File: src/rtl/lm_sm_sequencer.sv
// Expands LM/SM multi-register instructions into one micro-op per selected register;
// all other instructions pass straight through with one cycle of latency.
module lm_sm_sequencer #(
    parameter logic [15:0] NOP_IR = 16'hE000
) (
    input  logic        clk,
    input  logic        reset,
    input  logic        in_valid,
    input  logic [15:0] in_ir,
    input  logic [15:0] in_pc,
    input  logic        stall,
    input  logic        flush,
    output logic        in_ready,
    output logic        hold_fetch,
    output logic        out_valid,
    output logic [15:0] out_ir,
    output logic [15:0] out_pc,
    output logic        first_multiple
);

    typedef enum logic {IDLE = 1'b0, SEQ = 1'b1} state_t;

    state_t      state_r, state_s;
    logic [7:0]  remaining_r, remaining_s;
    logic [3:0]  op_r, op_s;
    logic [2:0]  ra_r, ra_s;
    logic [15:0] pc_r, pc_s;
    logic        out_valid_r, out_valid_s;
    logic [15:0] out_ir_r, out_ir_s;
    logic [15:0] out_pc_r, out_pc_s;
    logic        first_r, first_s;

    logic        is_lmsm_s;
    logic [7:0]  mask_s;
    logic [2:0]  k_in_s, k_seq_s;
    logic [7:0]  rem_in_s, rem_seq_s;

    // Index of the least-significant set bit; 0 when no bit is set.
    function automatic logic [2:0] lowest_bit(input logic [7:0] m);
        lowest_bit = 3'd0;
        for (int i = 7; i >= 0; i--) begin
            if (m[i]) lowest_bit = 3'(i);
        end
    endfunction

    function automatic logic [7:0] clear_bit(input logic [7:0] m, input logic [2:0] k);
        clear_bit = m & ~(8'h01 << k);
    endfunction

    assign is_lmsm_s  = (in_ir[15:13] == 3'b011);
    assign mask_s     = in_ir[7:0];
    assign k_in_s     = lowest_bit(mask_s);
    assign rem_in_s   = clear_bit(mask_s, k_in_s);
    assign k_seq_s    = lowest_bit(remaining_r);
    assign rem_seq_s  = clear_bit(remaining_r, k_seq_s);

    assign in_ready       = !stall && !flush && (state_r == IDLE);
    assign hold_fetch     = (state_r == SEQ);
    assign out_valid      = out_valid_r;
    assign out_ir         = out_ir_r;
    assign out_pc         = out_pc_r;
    assign first_multiple = first_r;

    // Next-state and micro-op generation; flush beats stall beats new input.
    always_comb begin
        state_s     = state_r;
        remaining_s = remaining_r;
        op_s        = op_r;
        ra_s        = ra_r;
        pc_s        = pc_r;
        out_valid_s = out_valid_r;
        out_ir_s    = out_ir_r;
        out_pc_s    = out_pc_r;
        first_s     = first_r;
        if (flush) begin
            state_s     = IDLE;
            remaining_s = 8'h00;
            out_valid_s = 1'b0;
            first_s     = 1'b0;
        end else if (stall) begin
            state_s = state_r;
        end else if (state_r == SEQ) begin
            remaining_s = rem_seq_s;
            state_s     = (rem_seq_s != 8'h00) ? SEQ : IDLE;
            out_valid_s = 1'b1;
            out_ir_s    = {op_r, ra_r, k_seq_s, (rem_seq_s == 8'h00), 5'b00000};
            out_pc_s    = pc_r;
            first_s     = 1'b0;
        end else if (in_valid) begin
            out_valid_s = 1'b1;
            out_pc_s    = in_pc;
            if (is_lmsm_s && (mask_s != 8'h00)) begin
                op_s        = in_ir[15:12];
                ra_s        = in_ir[11:9];
                pc_s        = in_pc;
                remaining_s = rem_in_s;
                state_s     = (rem_in_s != 8'h00) ? SEQ : IDLE;
                out_ir_s    = {in_ir[15:12], in_ir[11:9], k_in_s, (rem_in_s == 8'h00), 5'b00000};
                first_s     = 1'b1;
            end else if (is_lmsm_s) begin
                out_ir_s = NOP_IR;
                first_s  = 1'b0;
            end else begin
                out_ir_s = in_ir;
                first_s  = 1'b0;
            end
        end else begin
            out_valid_s = 1'b0;
            first_s     = 1'b0;
        end
    end

    // State and output registers, cleared immediately by reset.
    always_ff @(posedge clk or negedge reset) begin
        if (!reset) begin
            state_r     <= IDLE;
            remaining_r <= 8'h00;
            op_r        <= 4'h0;
            ra_r        <= 3'd0;
            pc_r        <= 16'h0000;
            out_valid_r <= 1'b0;
            out_ir_r    <= 16'h0000;
            out_pc_r    <= 16'h0000;
            first_r     <= 1'b0;
        end else begin
            state_r     <= state_s;
            remaining_r <= remaining_s;
            op_r        <= op_s;
            ra_r        <= ra_s;
            pc_r        <= pc_s;
            out_valid_r <= out_valid_s;
            out_ir_r    <= out_ir_s;
            out_pc_r    <= out_pc_s;
            first_r     <= first_s;
        end
    end

endmodule

File: config.mk
export PLATFORM = sky130hd
export DESIGN_NAME = lm_sm_sequencer
export DESIGN_NICKNAME = d
export VERILOG_FILES = /design/src/rtl/lm_sm_sequencer.sv
export SDC_FILE = /design/constraint.sdc
export NUM_CORES = 1
export LEC_CHECK = 0
export CORE_ASPECT_RATIO = 2
export CORE_MARGIN = 1.5
export CORE_UTILIZATION = 50
export DETAILED_ROUTE_END_ITERATION = 8
export PLACE_DENSITY = 0.81
export SLEW_MARGIN = 30
export SYNTH_ARGS = -nofsm -noshare
export SYNTH_HDL_FRONTEND = slang
export SYNTH_SLANG_ARGS = --single-unit
File: constraint.sdc
create_clock -name clk -period 2.6 [get_ports clk]
set_input_delay 0.52 -clock clk [delete_from_list [all_inputs] [get_ports clk]]
set_output_delay 0.52 -clock clk [all_outputs]
set_load 0.02 [all_outputs]
Word level (Yosys, flattened, before mapping)
Index checks and enable logic that the tools add are counted.

Input bits: 37. Flip-flop bits (word level): 66. Word-level logic and storage cells: 79.

Bitwise logic cells: 7. Reductions and logical operators: 16. Mux-type cells: 43. Equal/unequal tests: 2. Shift operators: 2.

Operators with widths (count): two-way mux 16 bit (6); two-way mux 3 bit (16); two-way mux 8 bit (5); nonzero test 8 bit (3); bitwise AND 8 bit (2); zero test 8 bit (2); two-way mux 1 bit (16); inverter 8 bit (2); << shifter 1 x 3 -> 8 bit (first input constant) (2); AND reduction 3 bit (2); nonzero test 3 bit (2); AND reduction 5 bit (1); equality test 3 x 2 -> 1 bit (second input constant) (1); logical AND 1 bit (3); inverter 1 bit (3); zero test 1 bit (2); != test 2 x 1 -> 1 bit (second input constant) (1); nonzero test 2 bit (1).

Longest topological paths before layout
Gate-level depths: netlist (run 1).

Depth after elaboration: 18. Depth in mapped cells: 7.

Worst setup path before layout (run 1)
Ideal clock, no wire load.

Kind: input-to-reg. From: input flush. To: register op_r[0]. Setup slack: 0.238 ns. Stages: 6. Setup time: 0.125 ns. Path buffers: 2. Arrival: 2.237 ns. Cell sequence: nor3_1 -> nand2_1 -> a311oi_1 -> buf_2 -> buf_4 -> mux2_2.

Cells in the longest elaborated chain, start to end: 2.

RTL lines: start: declaration (RTL line 12) `input logic flush,`; inverter 1 bit (no line); AND reduction 5 bit (no line); end signal: assignment (RTL line 128) `op_r <= op_s;`; end: declaration (RTL line 25) `logic [3:0] op_r, op_s;`.

No other way between the ends. A chain may end at the register's enable or synchronous reset.

Worst setup path after layout (run 1)
From: input flush. To: output in_ready.

Cells in the longest elaborated chain, start to end: 3.

RTL lines: zero test 1 bit (RTL line 57) `assign in_ready = !stall && !flush && (state_r == IDLE);`; logical AND 1 bit (2 in a row) (RTL line 57); end: declaration (RTL line 13) `output logic in_ready,`.

No other way between the ends.

==> results of run 1 <==
metal layers:
| layer | share of wire | vias up | GRT usage |
|---|---|---|---|
| met4 | 0.064 | 0 | 0.1985 |
| met5 | 0 | - | 0 |
| met3 | 0.046 | 36 | 0.06755 |
| met1 | 0.36 | 1393 | 0.2935 |
| li1 | - | 1315 | - |
| met2 | 0.53 | 108 | 0.4696 |
where the power goes:
group,switching (mW),internal (mW),leakage [nW],total [mW]
registers,0.0868,1.18,0.836,1.27
clock network,0.428,0.738,0.136,1.17
logic,0.315,0.325,0.941,0.641
total,0.830,2.25,1.91,3.08
worst paths after layout:
kind	startpoint	end	slack [ns]	cells past startpoint
min in group clk	out_ir[3]	out_ir[3]	0.46	2
max in group asynchronous	reset	out_pc[3]	1.76	2
worst max-delay path	flush	in_ready	0.22	3
worst min register to register	out_ir[3]	out_ir[3]	0.46	2
worst min-delay path	reset	out_pc[11]	0.21	1
worst max register to register	remaining_r[0]	hold_fetch	0.46	5
flip-flops by register name, summed over array words and instances (netlist names):
name / count
out_ir: 16
out_pc: 16
pc_r: 16
remaining_r: 8
op_r: 4
ra_r: 3
first_multiple: 1
hold_fetch: 1
out_valid: 1
layout make-up:
cell class              instances  area (um^2)
flip-flops and latches         66         1653
repair buffers                100        938.4
clock buffers                  11        232.7
well taps                      86        107.6
fillers                       485         1767
clock inverters                 5        55.05
multi-input cells             221         1479
inverters                       7        26.28
per-stage QoR:
| stage | power (mW) | utilization | setup WS, ns | instances | area [um^2] |
|---|---|---|---|---|---|
| finish | 3.076 | 0.7177 | 0.2165 | 496 | 4492 |
| global route | 3.204 | 0.7177 | 0.1717 | 496 | 4492 |
| CTS | 3.103 | 0.7177 | 0.1901 | 496 | 4492 |
| detailed placement | 1.930 | 0.6717 | 0.08195 | 480 | 4204 |
| global placement | 1.903 | 0.6717 | 0.08570 | 480 | 4204 |
| floorplan | 1.568 | - | 0.2385 | 315 | 3217 |
cells by family after synthesis:
kind of cell / after synthesis / synth area share
simple gates: 97 / 0.1408
mux: 38 / 0.1260
xor+xnor: 1 / 0.002723
flops: 66 / 0.5134
buf+inv: 28 / 0.03579
fa+ha+maj: 1 / 0.003112
compound gates: 84 / 0.1781
critical path, delay by kind of cell:
family / cells / cell delay (ns)
buf+inv: 2 / 1.08
simple gates: 1 / 0.26
cell usage after synthesis, drive strengths merged, types with 3 or more instances:
cell	number	area, um^2
dfrtp	66	1652
nand2	44	165.2
o21ai	33	165.2
mux2	20	225.2
nor2	19	71.32
mux2i	18	180.2
a21oi	13	68.82
clkbuf	13	48.80
buf	8	40.04
nand3	8	40.04
inv	7	26.28
a221oi	5	43.79
a31o	5	43.79
nor3	5	25.02
o31ai	5	37.54
or2	4	25.02
nand2b	3	18.77
nor2b	3	18.77
nor4	3	33.78
==> flow_summary.ini, run 1 <==
[worst_setup_path]
cpMostUsedCell = clkdlybuf4s50_1
crit_required_ns = 2.08
cp.arrival_ns = 1.86
cp-start-kind = input port
cp_max_fo = 2
worstPathCellList = clkdlybuf4s50_1 -> nor3_1 -> clkdlybuf4s50_1
criticalPathCategory = in2out
end_kind = primary output
critPathMaxStageDelay_ns = 0.65
crit_slowest_cell = clkdlybuf4s50_1

[layout]
antennaDiodeCount = 0
syn_to_final_growth_pct = 39.63
final_layout_size_suffix_gt1_frac = 0.1878
final_cell_mix = 71 x clkdlybuf4s50_1, 65 x dfrtp_1, 44 x nand2_1, 31 x o21ai_0, 27 x buf_4
final_nets = 442
final_common_cell = clkdlybuf4s50_1

[floorplanning]
core_mm2 = 0.006259
io_pins = 73
num_rows = 41
initial_core_util = 0.5140
die_x_um = 59.72
die_y_um = 116.4
die_area_mm2 = 0.006953

[grt]
antenna_found_initial = 0
grt_util_all_layers = 0.2795
grt_pass1_wl_um = 14170
grt_overflow = 0
grt_start_max_net_pins = 38
grt_pass1_vias = 2935

[timing]
slew_violations = 0
max_freq_mhz = 419.6
worst_pin_slew_ns = 0.6181
grt_setup_unrepaired = false
fin_crit_sh = 0.9167
finalHoldViolations = 0
final-setup-viol-count = 0
slew_headroom = 0.5879
finalClockSkew_ns = 0.003866
finalSetupTns_ns = 0
whs_ns = 0.2087
finalCriticalPeriod_ns = 2.383

[synthesis]
ys.flop_type = dfrtp_1
synth_area_mm2 = 0.003217
ys_seq_elements = 66
avgSynthCellArea_um2 = 10.21
ys_seq_area_frac = 0.5134
syn_inst = 315
synth_cell_types = 51
async_flop_share = 1.000
yosys_warnings = 0
synth-edff-count = 0
synth_fp_nets = 352

[power]
power_leakage_nw = 1.913
ir_drop_v = 0.0005420
p_per_area_mw_per_mm2 = 684.8

[clock_tree]
cts-root-buf = clkbuf_16
clk_pin_slew_worst_paths_ns = 0.05
clk_latency_ns = 0.33
post_cts_buffers = 0
htree_levels = 3
cts_resized = 0
cts_sinks = 66
cts_buffers = 9
cts_tree = built
cts_buffer_depth = 2
postCtsHoldBufs = 0

[hold_path]
hold_path.class = in2async

[route]
drt_pass1_iterations = 5
wirelength_um = 8920
drtAntennaViolNets = 0
via_count = 2852
drt-vias-per-instance = 5.750
drc = 0
drt-initial-drc-count = 122
post_drt_wl_per_cell_um = 17.98

[flow_run]
cap_viol_max_count = 0

[placement]
place_hpwl_um = 6662
numPortBuffers = 72
globalplace.congestion = 0.9565

[status]
status = finished clean
Note: power is estimated with default switching activity, not from simulation.
==> run 2: changes to the inputs <==
--- a/config.mk
+++ b/config.mk
@@ -10,6 +10,7 @@
 export CORE_UTILIZATION = 50
 export DETAILED_ROUTE_END_ITERATION = 8
 export PLACE_DENSITY = 0.81
+export SKIP_CTS_REPAIR_TIMING = 1
 export SLEW_MARGIN = 30
 export SYNTH_ARGS = -nofsm -noshare
 export SYNTH_HDL_FRONTEND = slang
==> results of run 2 <==
Final layout, timing and power as in run 1 (identical DEF).
==> run 3: changes to the inputs <==
--- a/config.mk
+++ b/config.mk
@@ -6,8 +6,8 @@
 export NUM_CORES = 1
 export LEC_CHECK = 0
 export CORE_ASPECT_RATIO = 2
-export CORE_MARGIN = 1.5
 export CORE_UTILIZATION = 50
+export CTS_CLUSTER_DIAMETER = 60
 export DETAILED_ROUTE_END_ITERATION = 8
 export PLACE_DENSITY = 0.81
 export SKIP_CTS_REPAIR_TIMING = 1
==> flow_summary.ini, run 3 (synthesized netlist as in run 1, its figures left out) <==
[timing]
finalClockSkew_ns = 0.004142
whs_ns = 0.3602
finalHoldViolations = 0
finalSetupTns_ns = 0
worst_pin_slew_ns = 0.8236
finalCriticalPeriod_ns = 2.376
max_freq_mhz = 420.8
slew_violations = 0
grt_setup_unrepaired = false
final-setup-viol-count = 0
slew_headroom = 0.4510
fin_crit_sh = 0.9139

[route]
drt-initial-drc-count = 150
wirelength_um = 8323
via_count = 2746
drtAntennaViolNets = 0
post_drt_wl_per_cell_um = 16.95
drt-vias-per-instance = 5.593
drc = 0
drt_pass1_iterations = 7

[worst_setup_path]
r2r_cells = 5
cpMostUsedCell = clkdlybuf4s50_1
cp.arrival_ns = 1.86
crit_required_ns = 2.08
rr_startpoint = remaining_r[1]
worstPathCellList = clkdlybuf4s50_1 -> nor3_1 -> clkdlybuf4s50_1
r2r-end = hold_fetch
crit_slowest_cell = clkdlybuf4s50_1
cp-startpoint = flush
cp_max_fo = 2
crit_end = in_ready
end_kind = primary output
criticalPathCategory = in2out
cp-start-kind = input port
critPathMaxStageDelay_ns = 0.65
r2r_slack_ns = 0.43

[clock_tree]
cts_buffers = 9
clk_pin_slew_worst_paths_ns = 0.05
cts_sinks = 66
cts-root-buf = clkbuf_16
cts_tree = built
htree_levels = 3
cts_buffer_depth = 2
clk_latency_ns = 0.34

[floorplanning]
die_area_mm2 = 0.006778
io_pins = 73
core_mm2 = 0.006259
num_rows = 41
initial_core_util = 0.5140
die_y_um = 115.4
die_x_um = 58.72

[grt]
grt_pass1_wl_um = 13060
grt_start_max_net_pins = 67
grt_pass1_vias = 2685
grt_overflow = 0
antenna_found_initial = 0
grt_util_all_layers = 0.2687

[hold_path]
hold_path.class = in2async

[layout]
final_common_cell = clkdlybuf4s50_1
final_cell_count_no_fill = 491
antennaDiodeCount = 0
syn_to_final_growth_pct = 39.40
final_layout_size_suffix_gt1_frac = 0.1827
final_cell_mix = 71 x clkdlybuf4s50_1, 65 x dfrtp_1, 44 x nand2_1, 31 x o21ai_0, 21 x buf_4
final_nets = 437

[placement]
globalplace.congestion = 0.9370
numPortBuffers = 72
place_hpwl_um = 5925
dp.cells = 475

[flow_run]
cap_viol_max_count = 0

[power]
ir_drop_v = 0.0006515
power_leakage_nw = 1.909
p_per_area_mw_per_mm2 = 695.8

[status]
status = finished clean
-- run 3: cell count changes in the layout (fill, tap and decap cells not counted) --
cell        change
clkbuf_8        +2
clkinv_2        +1
buf_4           -6
clkbuf_1        -2
clkinvlp_4      -1
buf_12          +1
-- run 3: power breakdown --
group,switching [mW],leakage [nW],internal [mW]
clock network,0.434,0.151,0.788
registers,0.0871,0.836,1.18
logic,0.307,0.922,0.322
-- run 3: final cells by class --
class / count / area (um^2)
clock buffer: 11 / 252.7
clock inverter: 5 / 52.55
fill: 484 / 1774
inverter: 7 / 26.28
multi-input combinational: 221 / 1479
sequential: 66 / 1653
tap: 86 / 107.6
timing repair buffer: 95 / 913.4
-- run 3: critical path, delay by kind of cell --
family                 cells  cell delay [ns]
buffers and inverters      2             1.08
and+or+nand+nor            1             0.26
-- run 3: per-stage QoR --
| step | util | setup slack (ns) | area, um^2 | power (mW) |
|---|---|---|---|---|
| after detailed placement | 0.6677 | 0.1064 | 4179 | 1.919 |
| after global placement | 0.6677 | 0.1493 | 4179 | 1.899 |
| after global routing | 0.7165 | 0.1883 | 4484 | 3.243 |
| after CTS | 0.7165 | 0.2174 | 4484 | 3.147 |
| final | 0.7165 | 0.2238 | 4484 | 3.120 |
| after floorplan | - | 0.2385 | 3217 | 1.568 |
-- run 3: worst min path at each step --
stage                     end  slack, ns
2_1_floorplan  first_multiple       0.22
3_3_place_gp        out_ir[3]       0.45
3_5_place_dp        out_ir[3]       0.45
4_1_cts             out_ir[1]       0.39
5_1_grt             out_ir[0]       0.45
6_report            out_ir[1]       0.36
-- run 3: layer usage --
layer,share of wire,track usage,up-vias,wire (um)
li1,-,-,1301,-
met1,0.37,0.2996,1323,3070
met2,0.54,0.4483,90,4464
met3,0.041,0.05246,32,339
met4,0.054,0.1921,0,449
met5,0,0,-,0
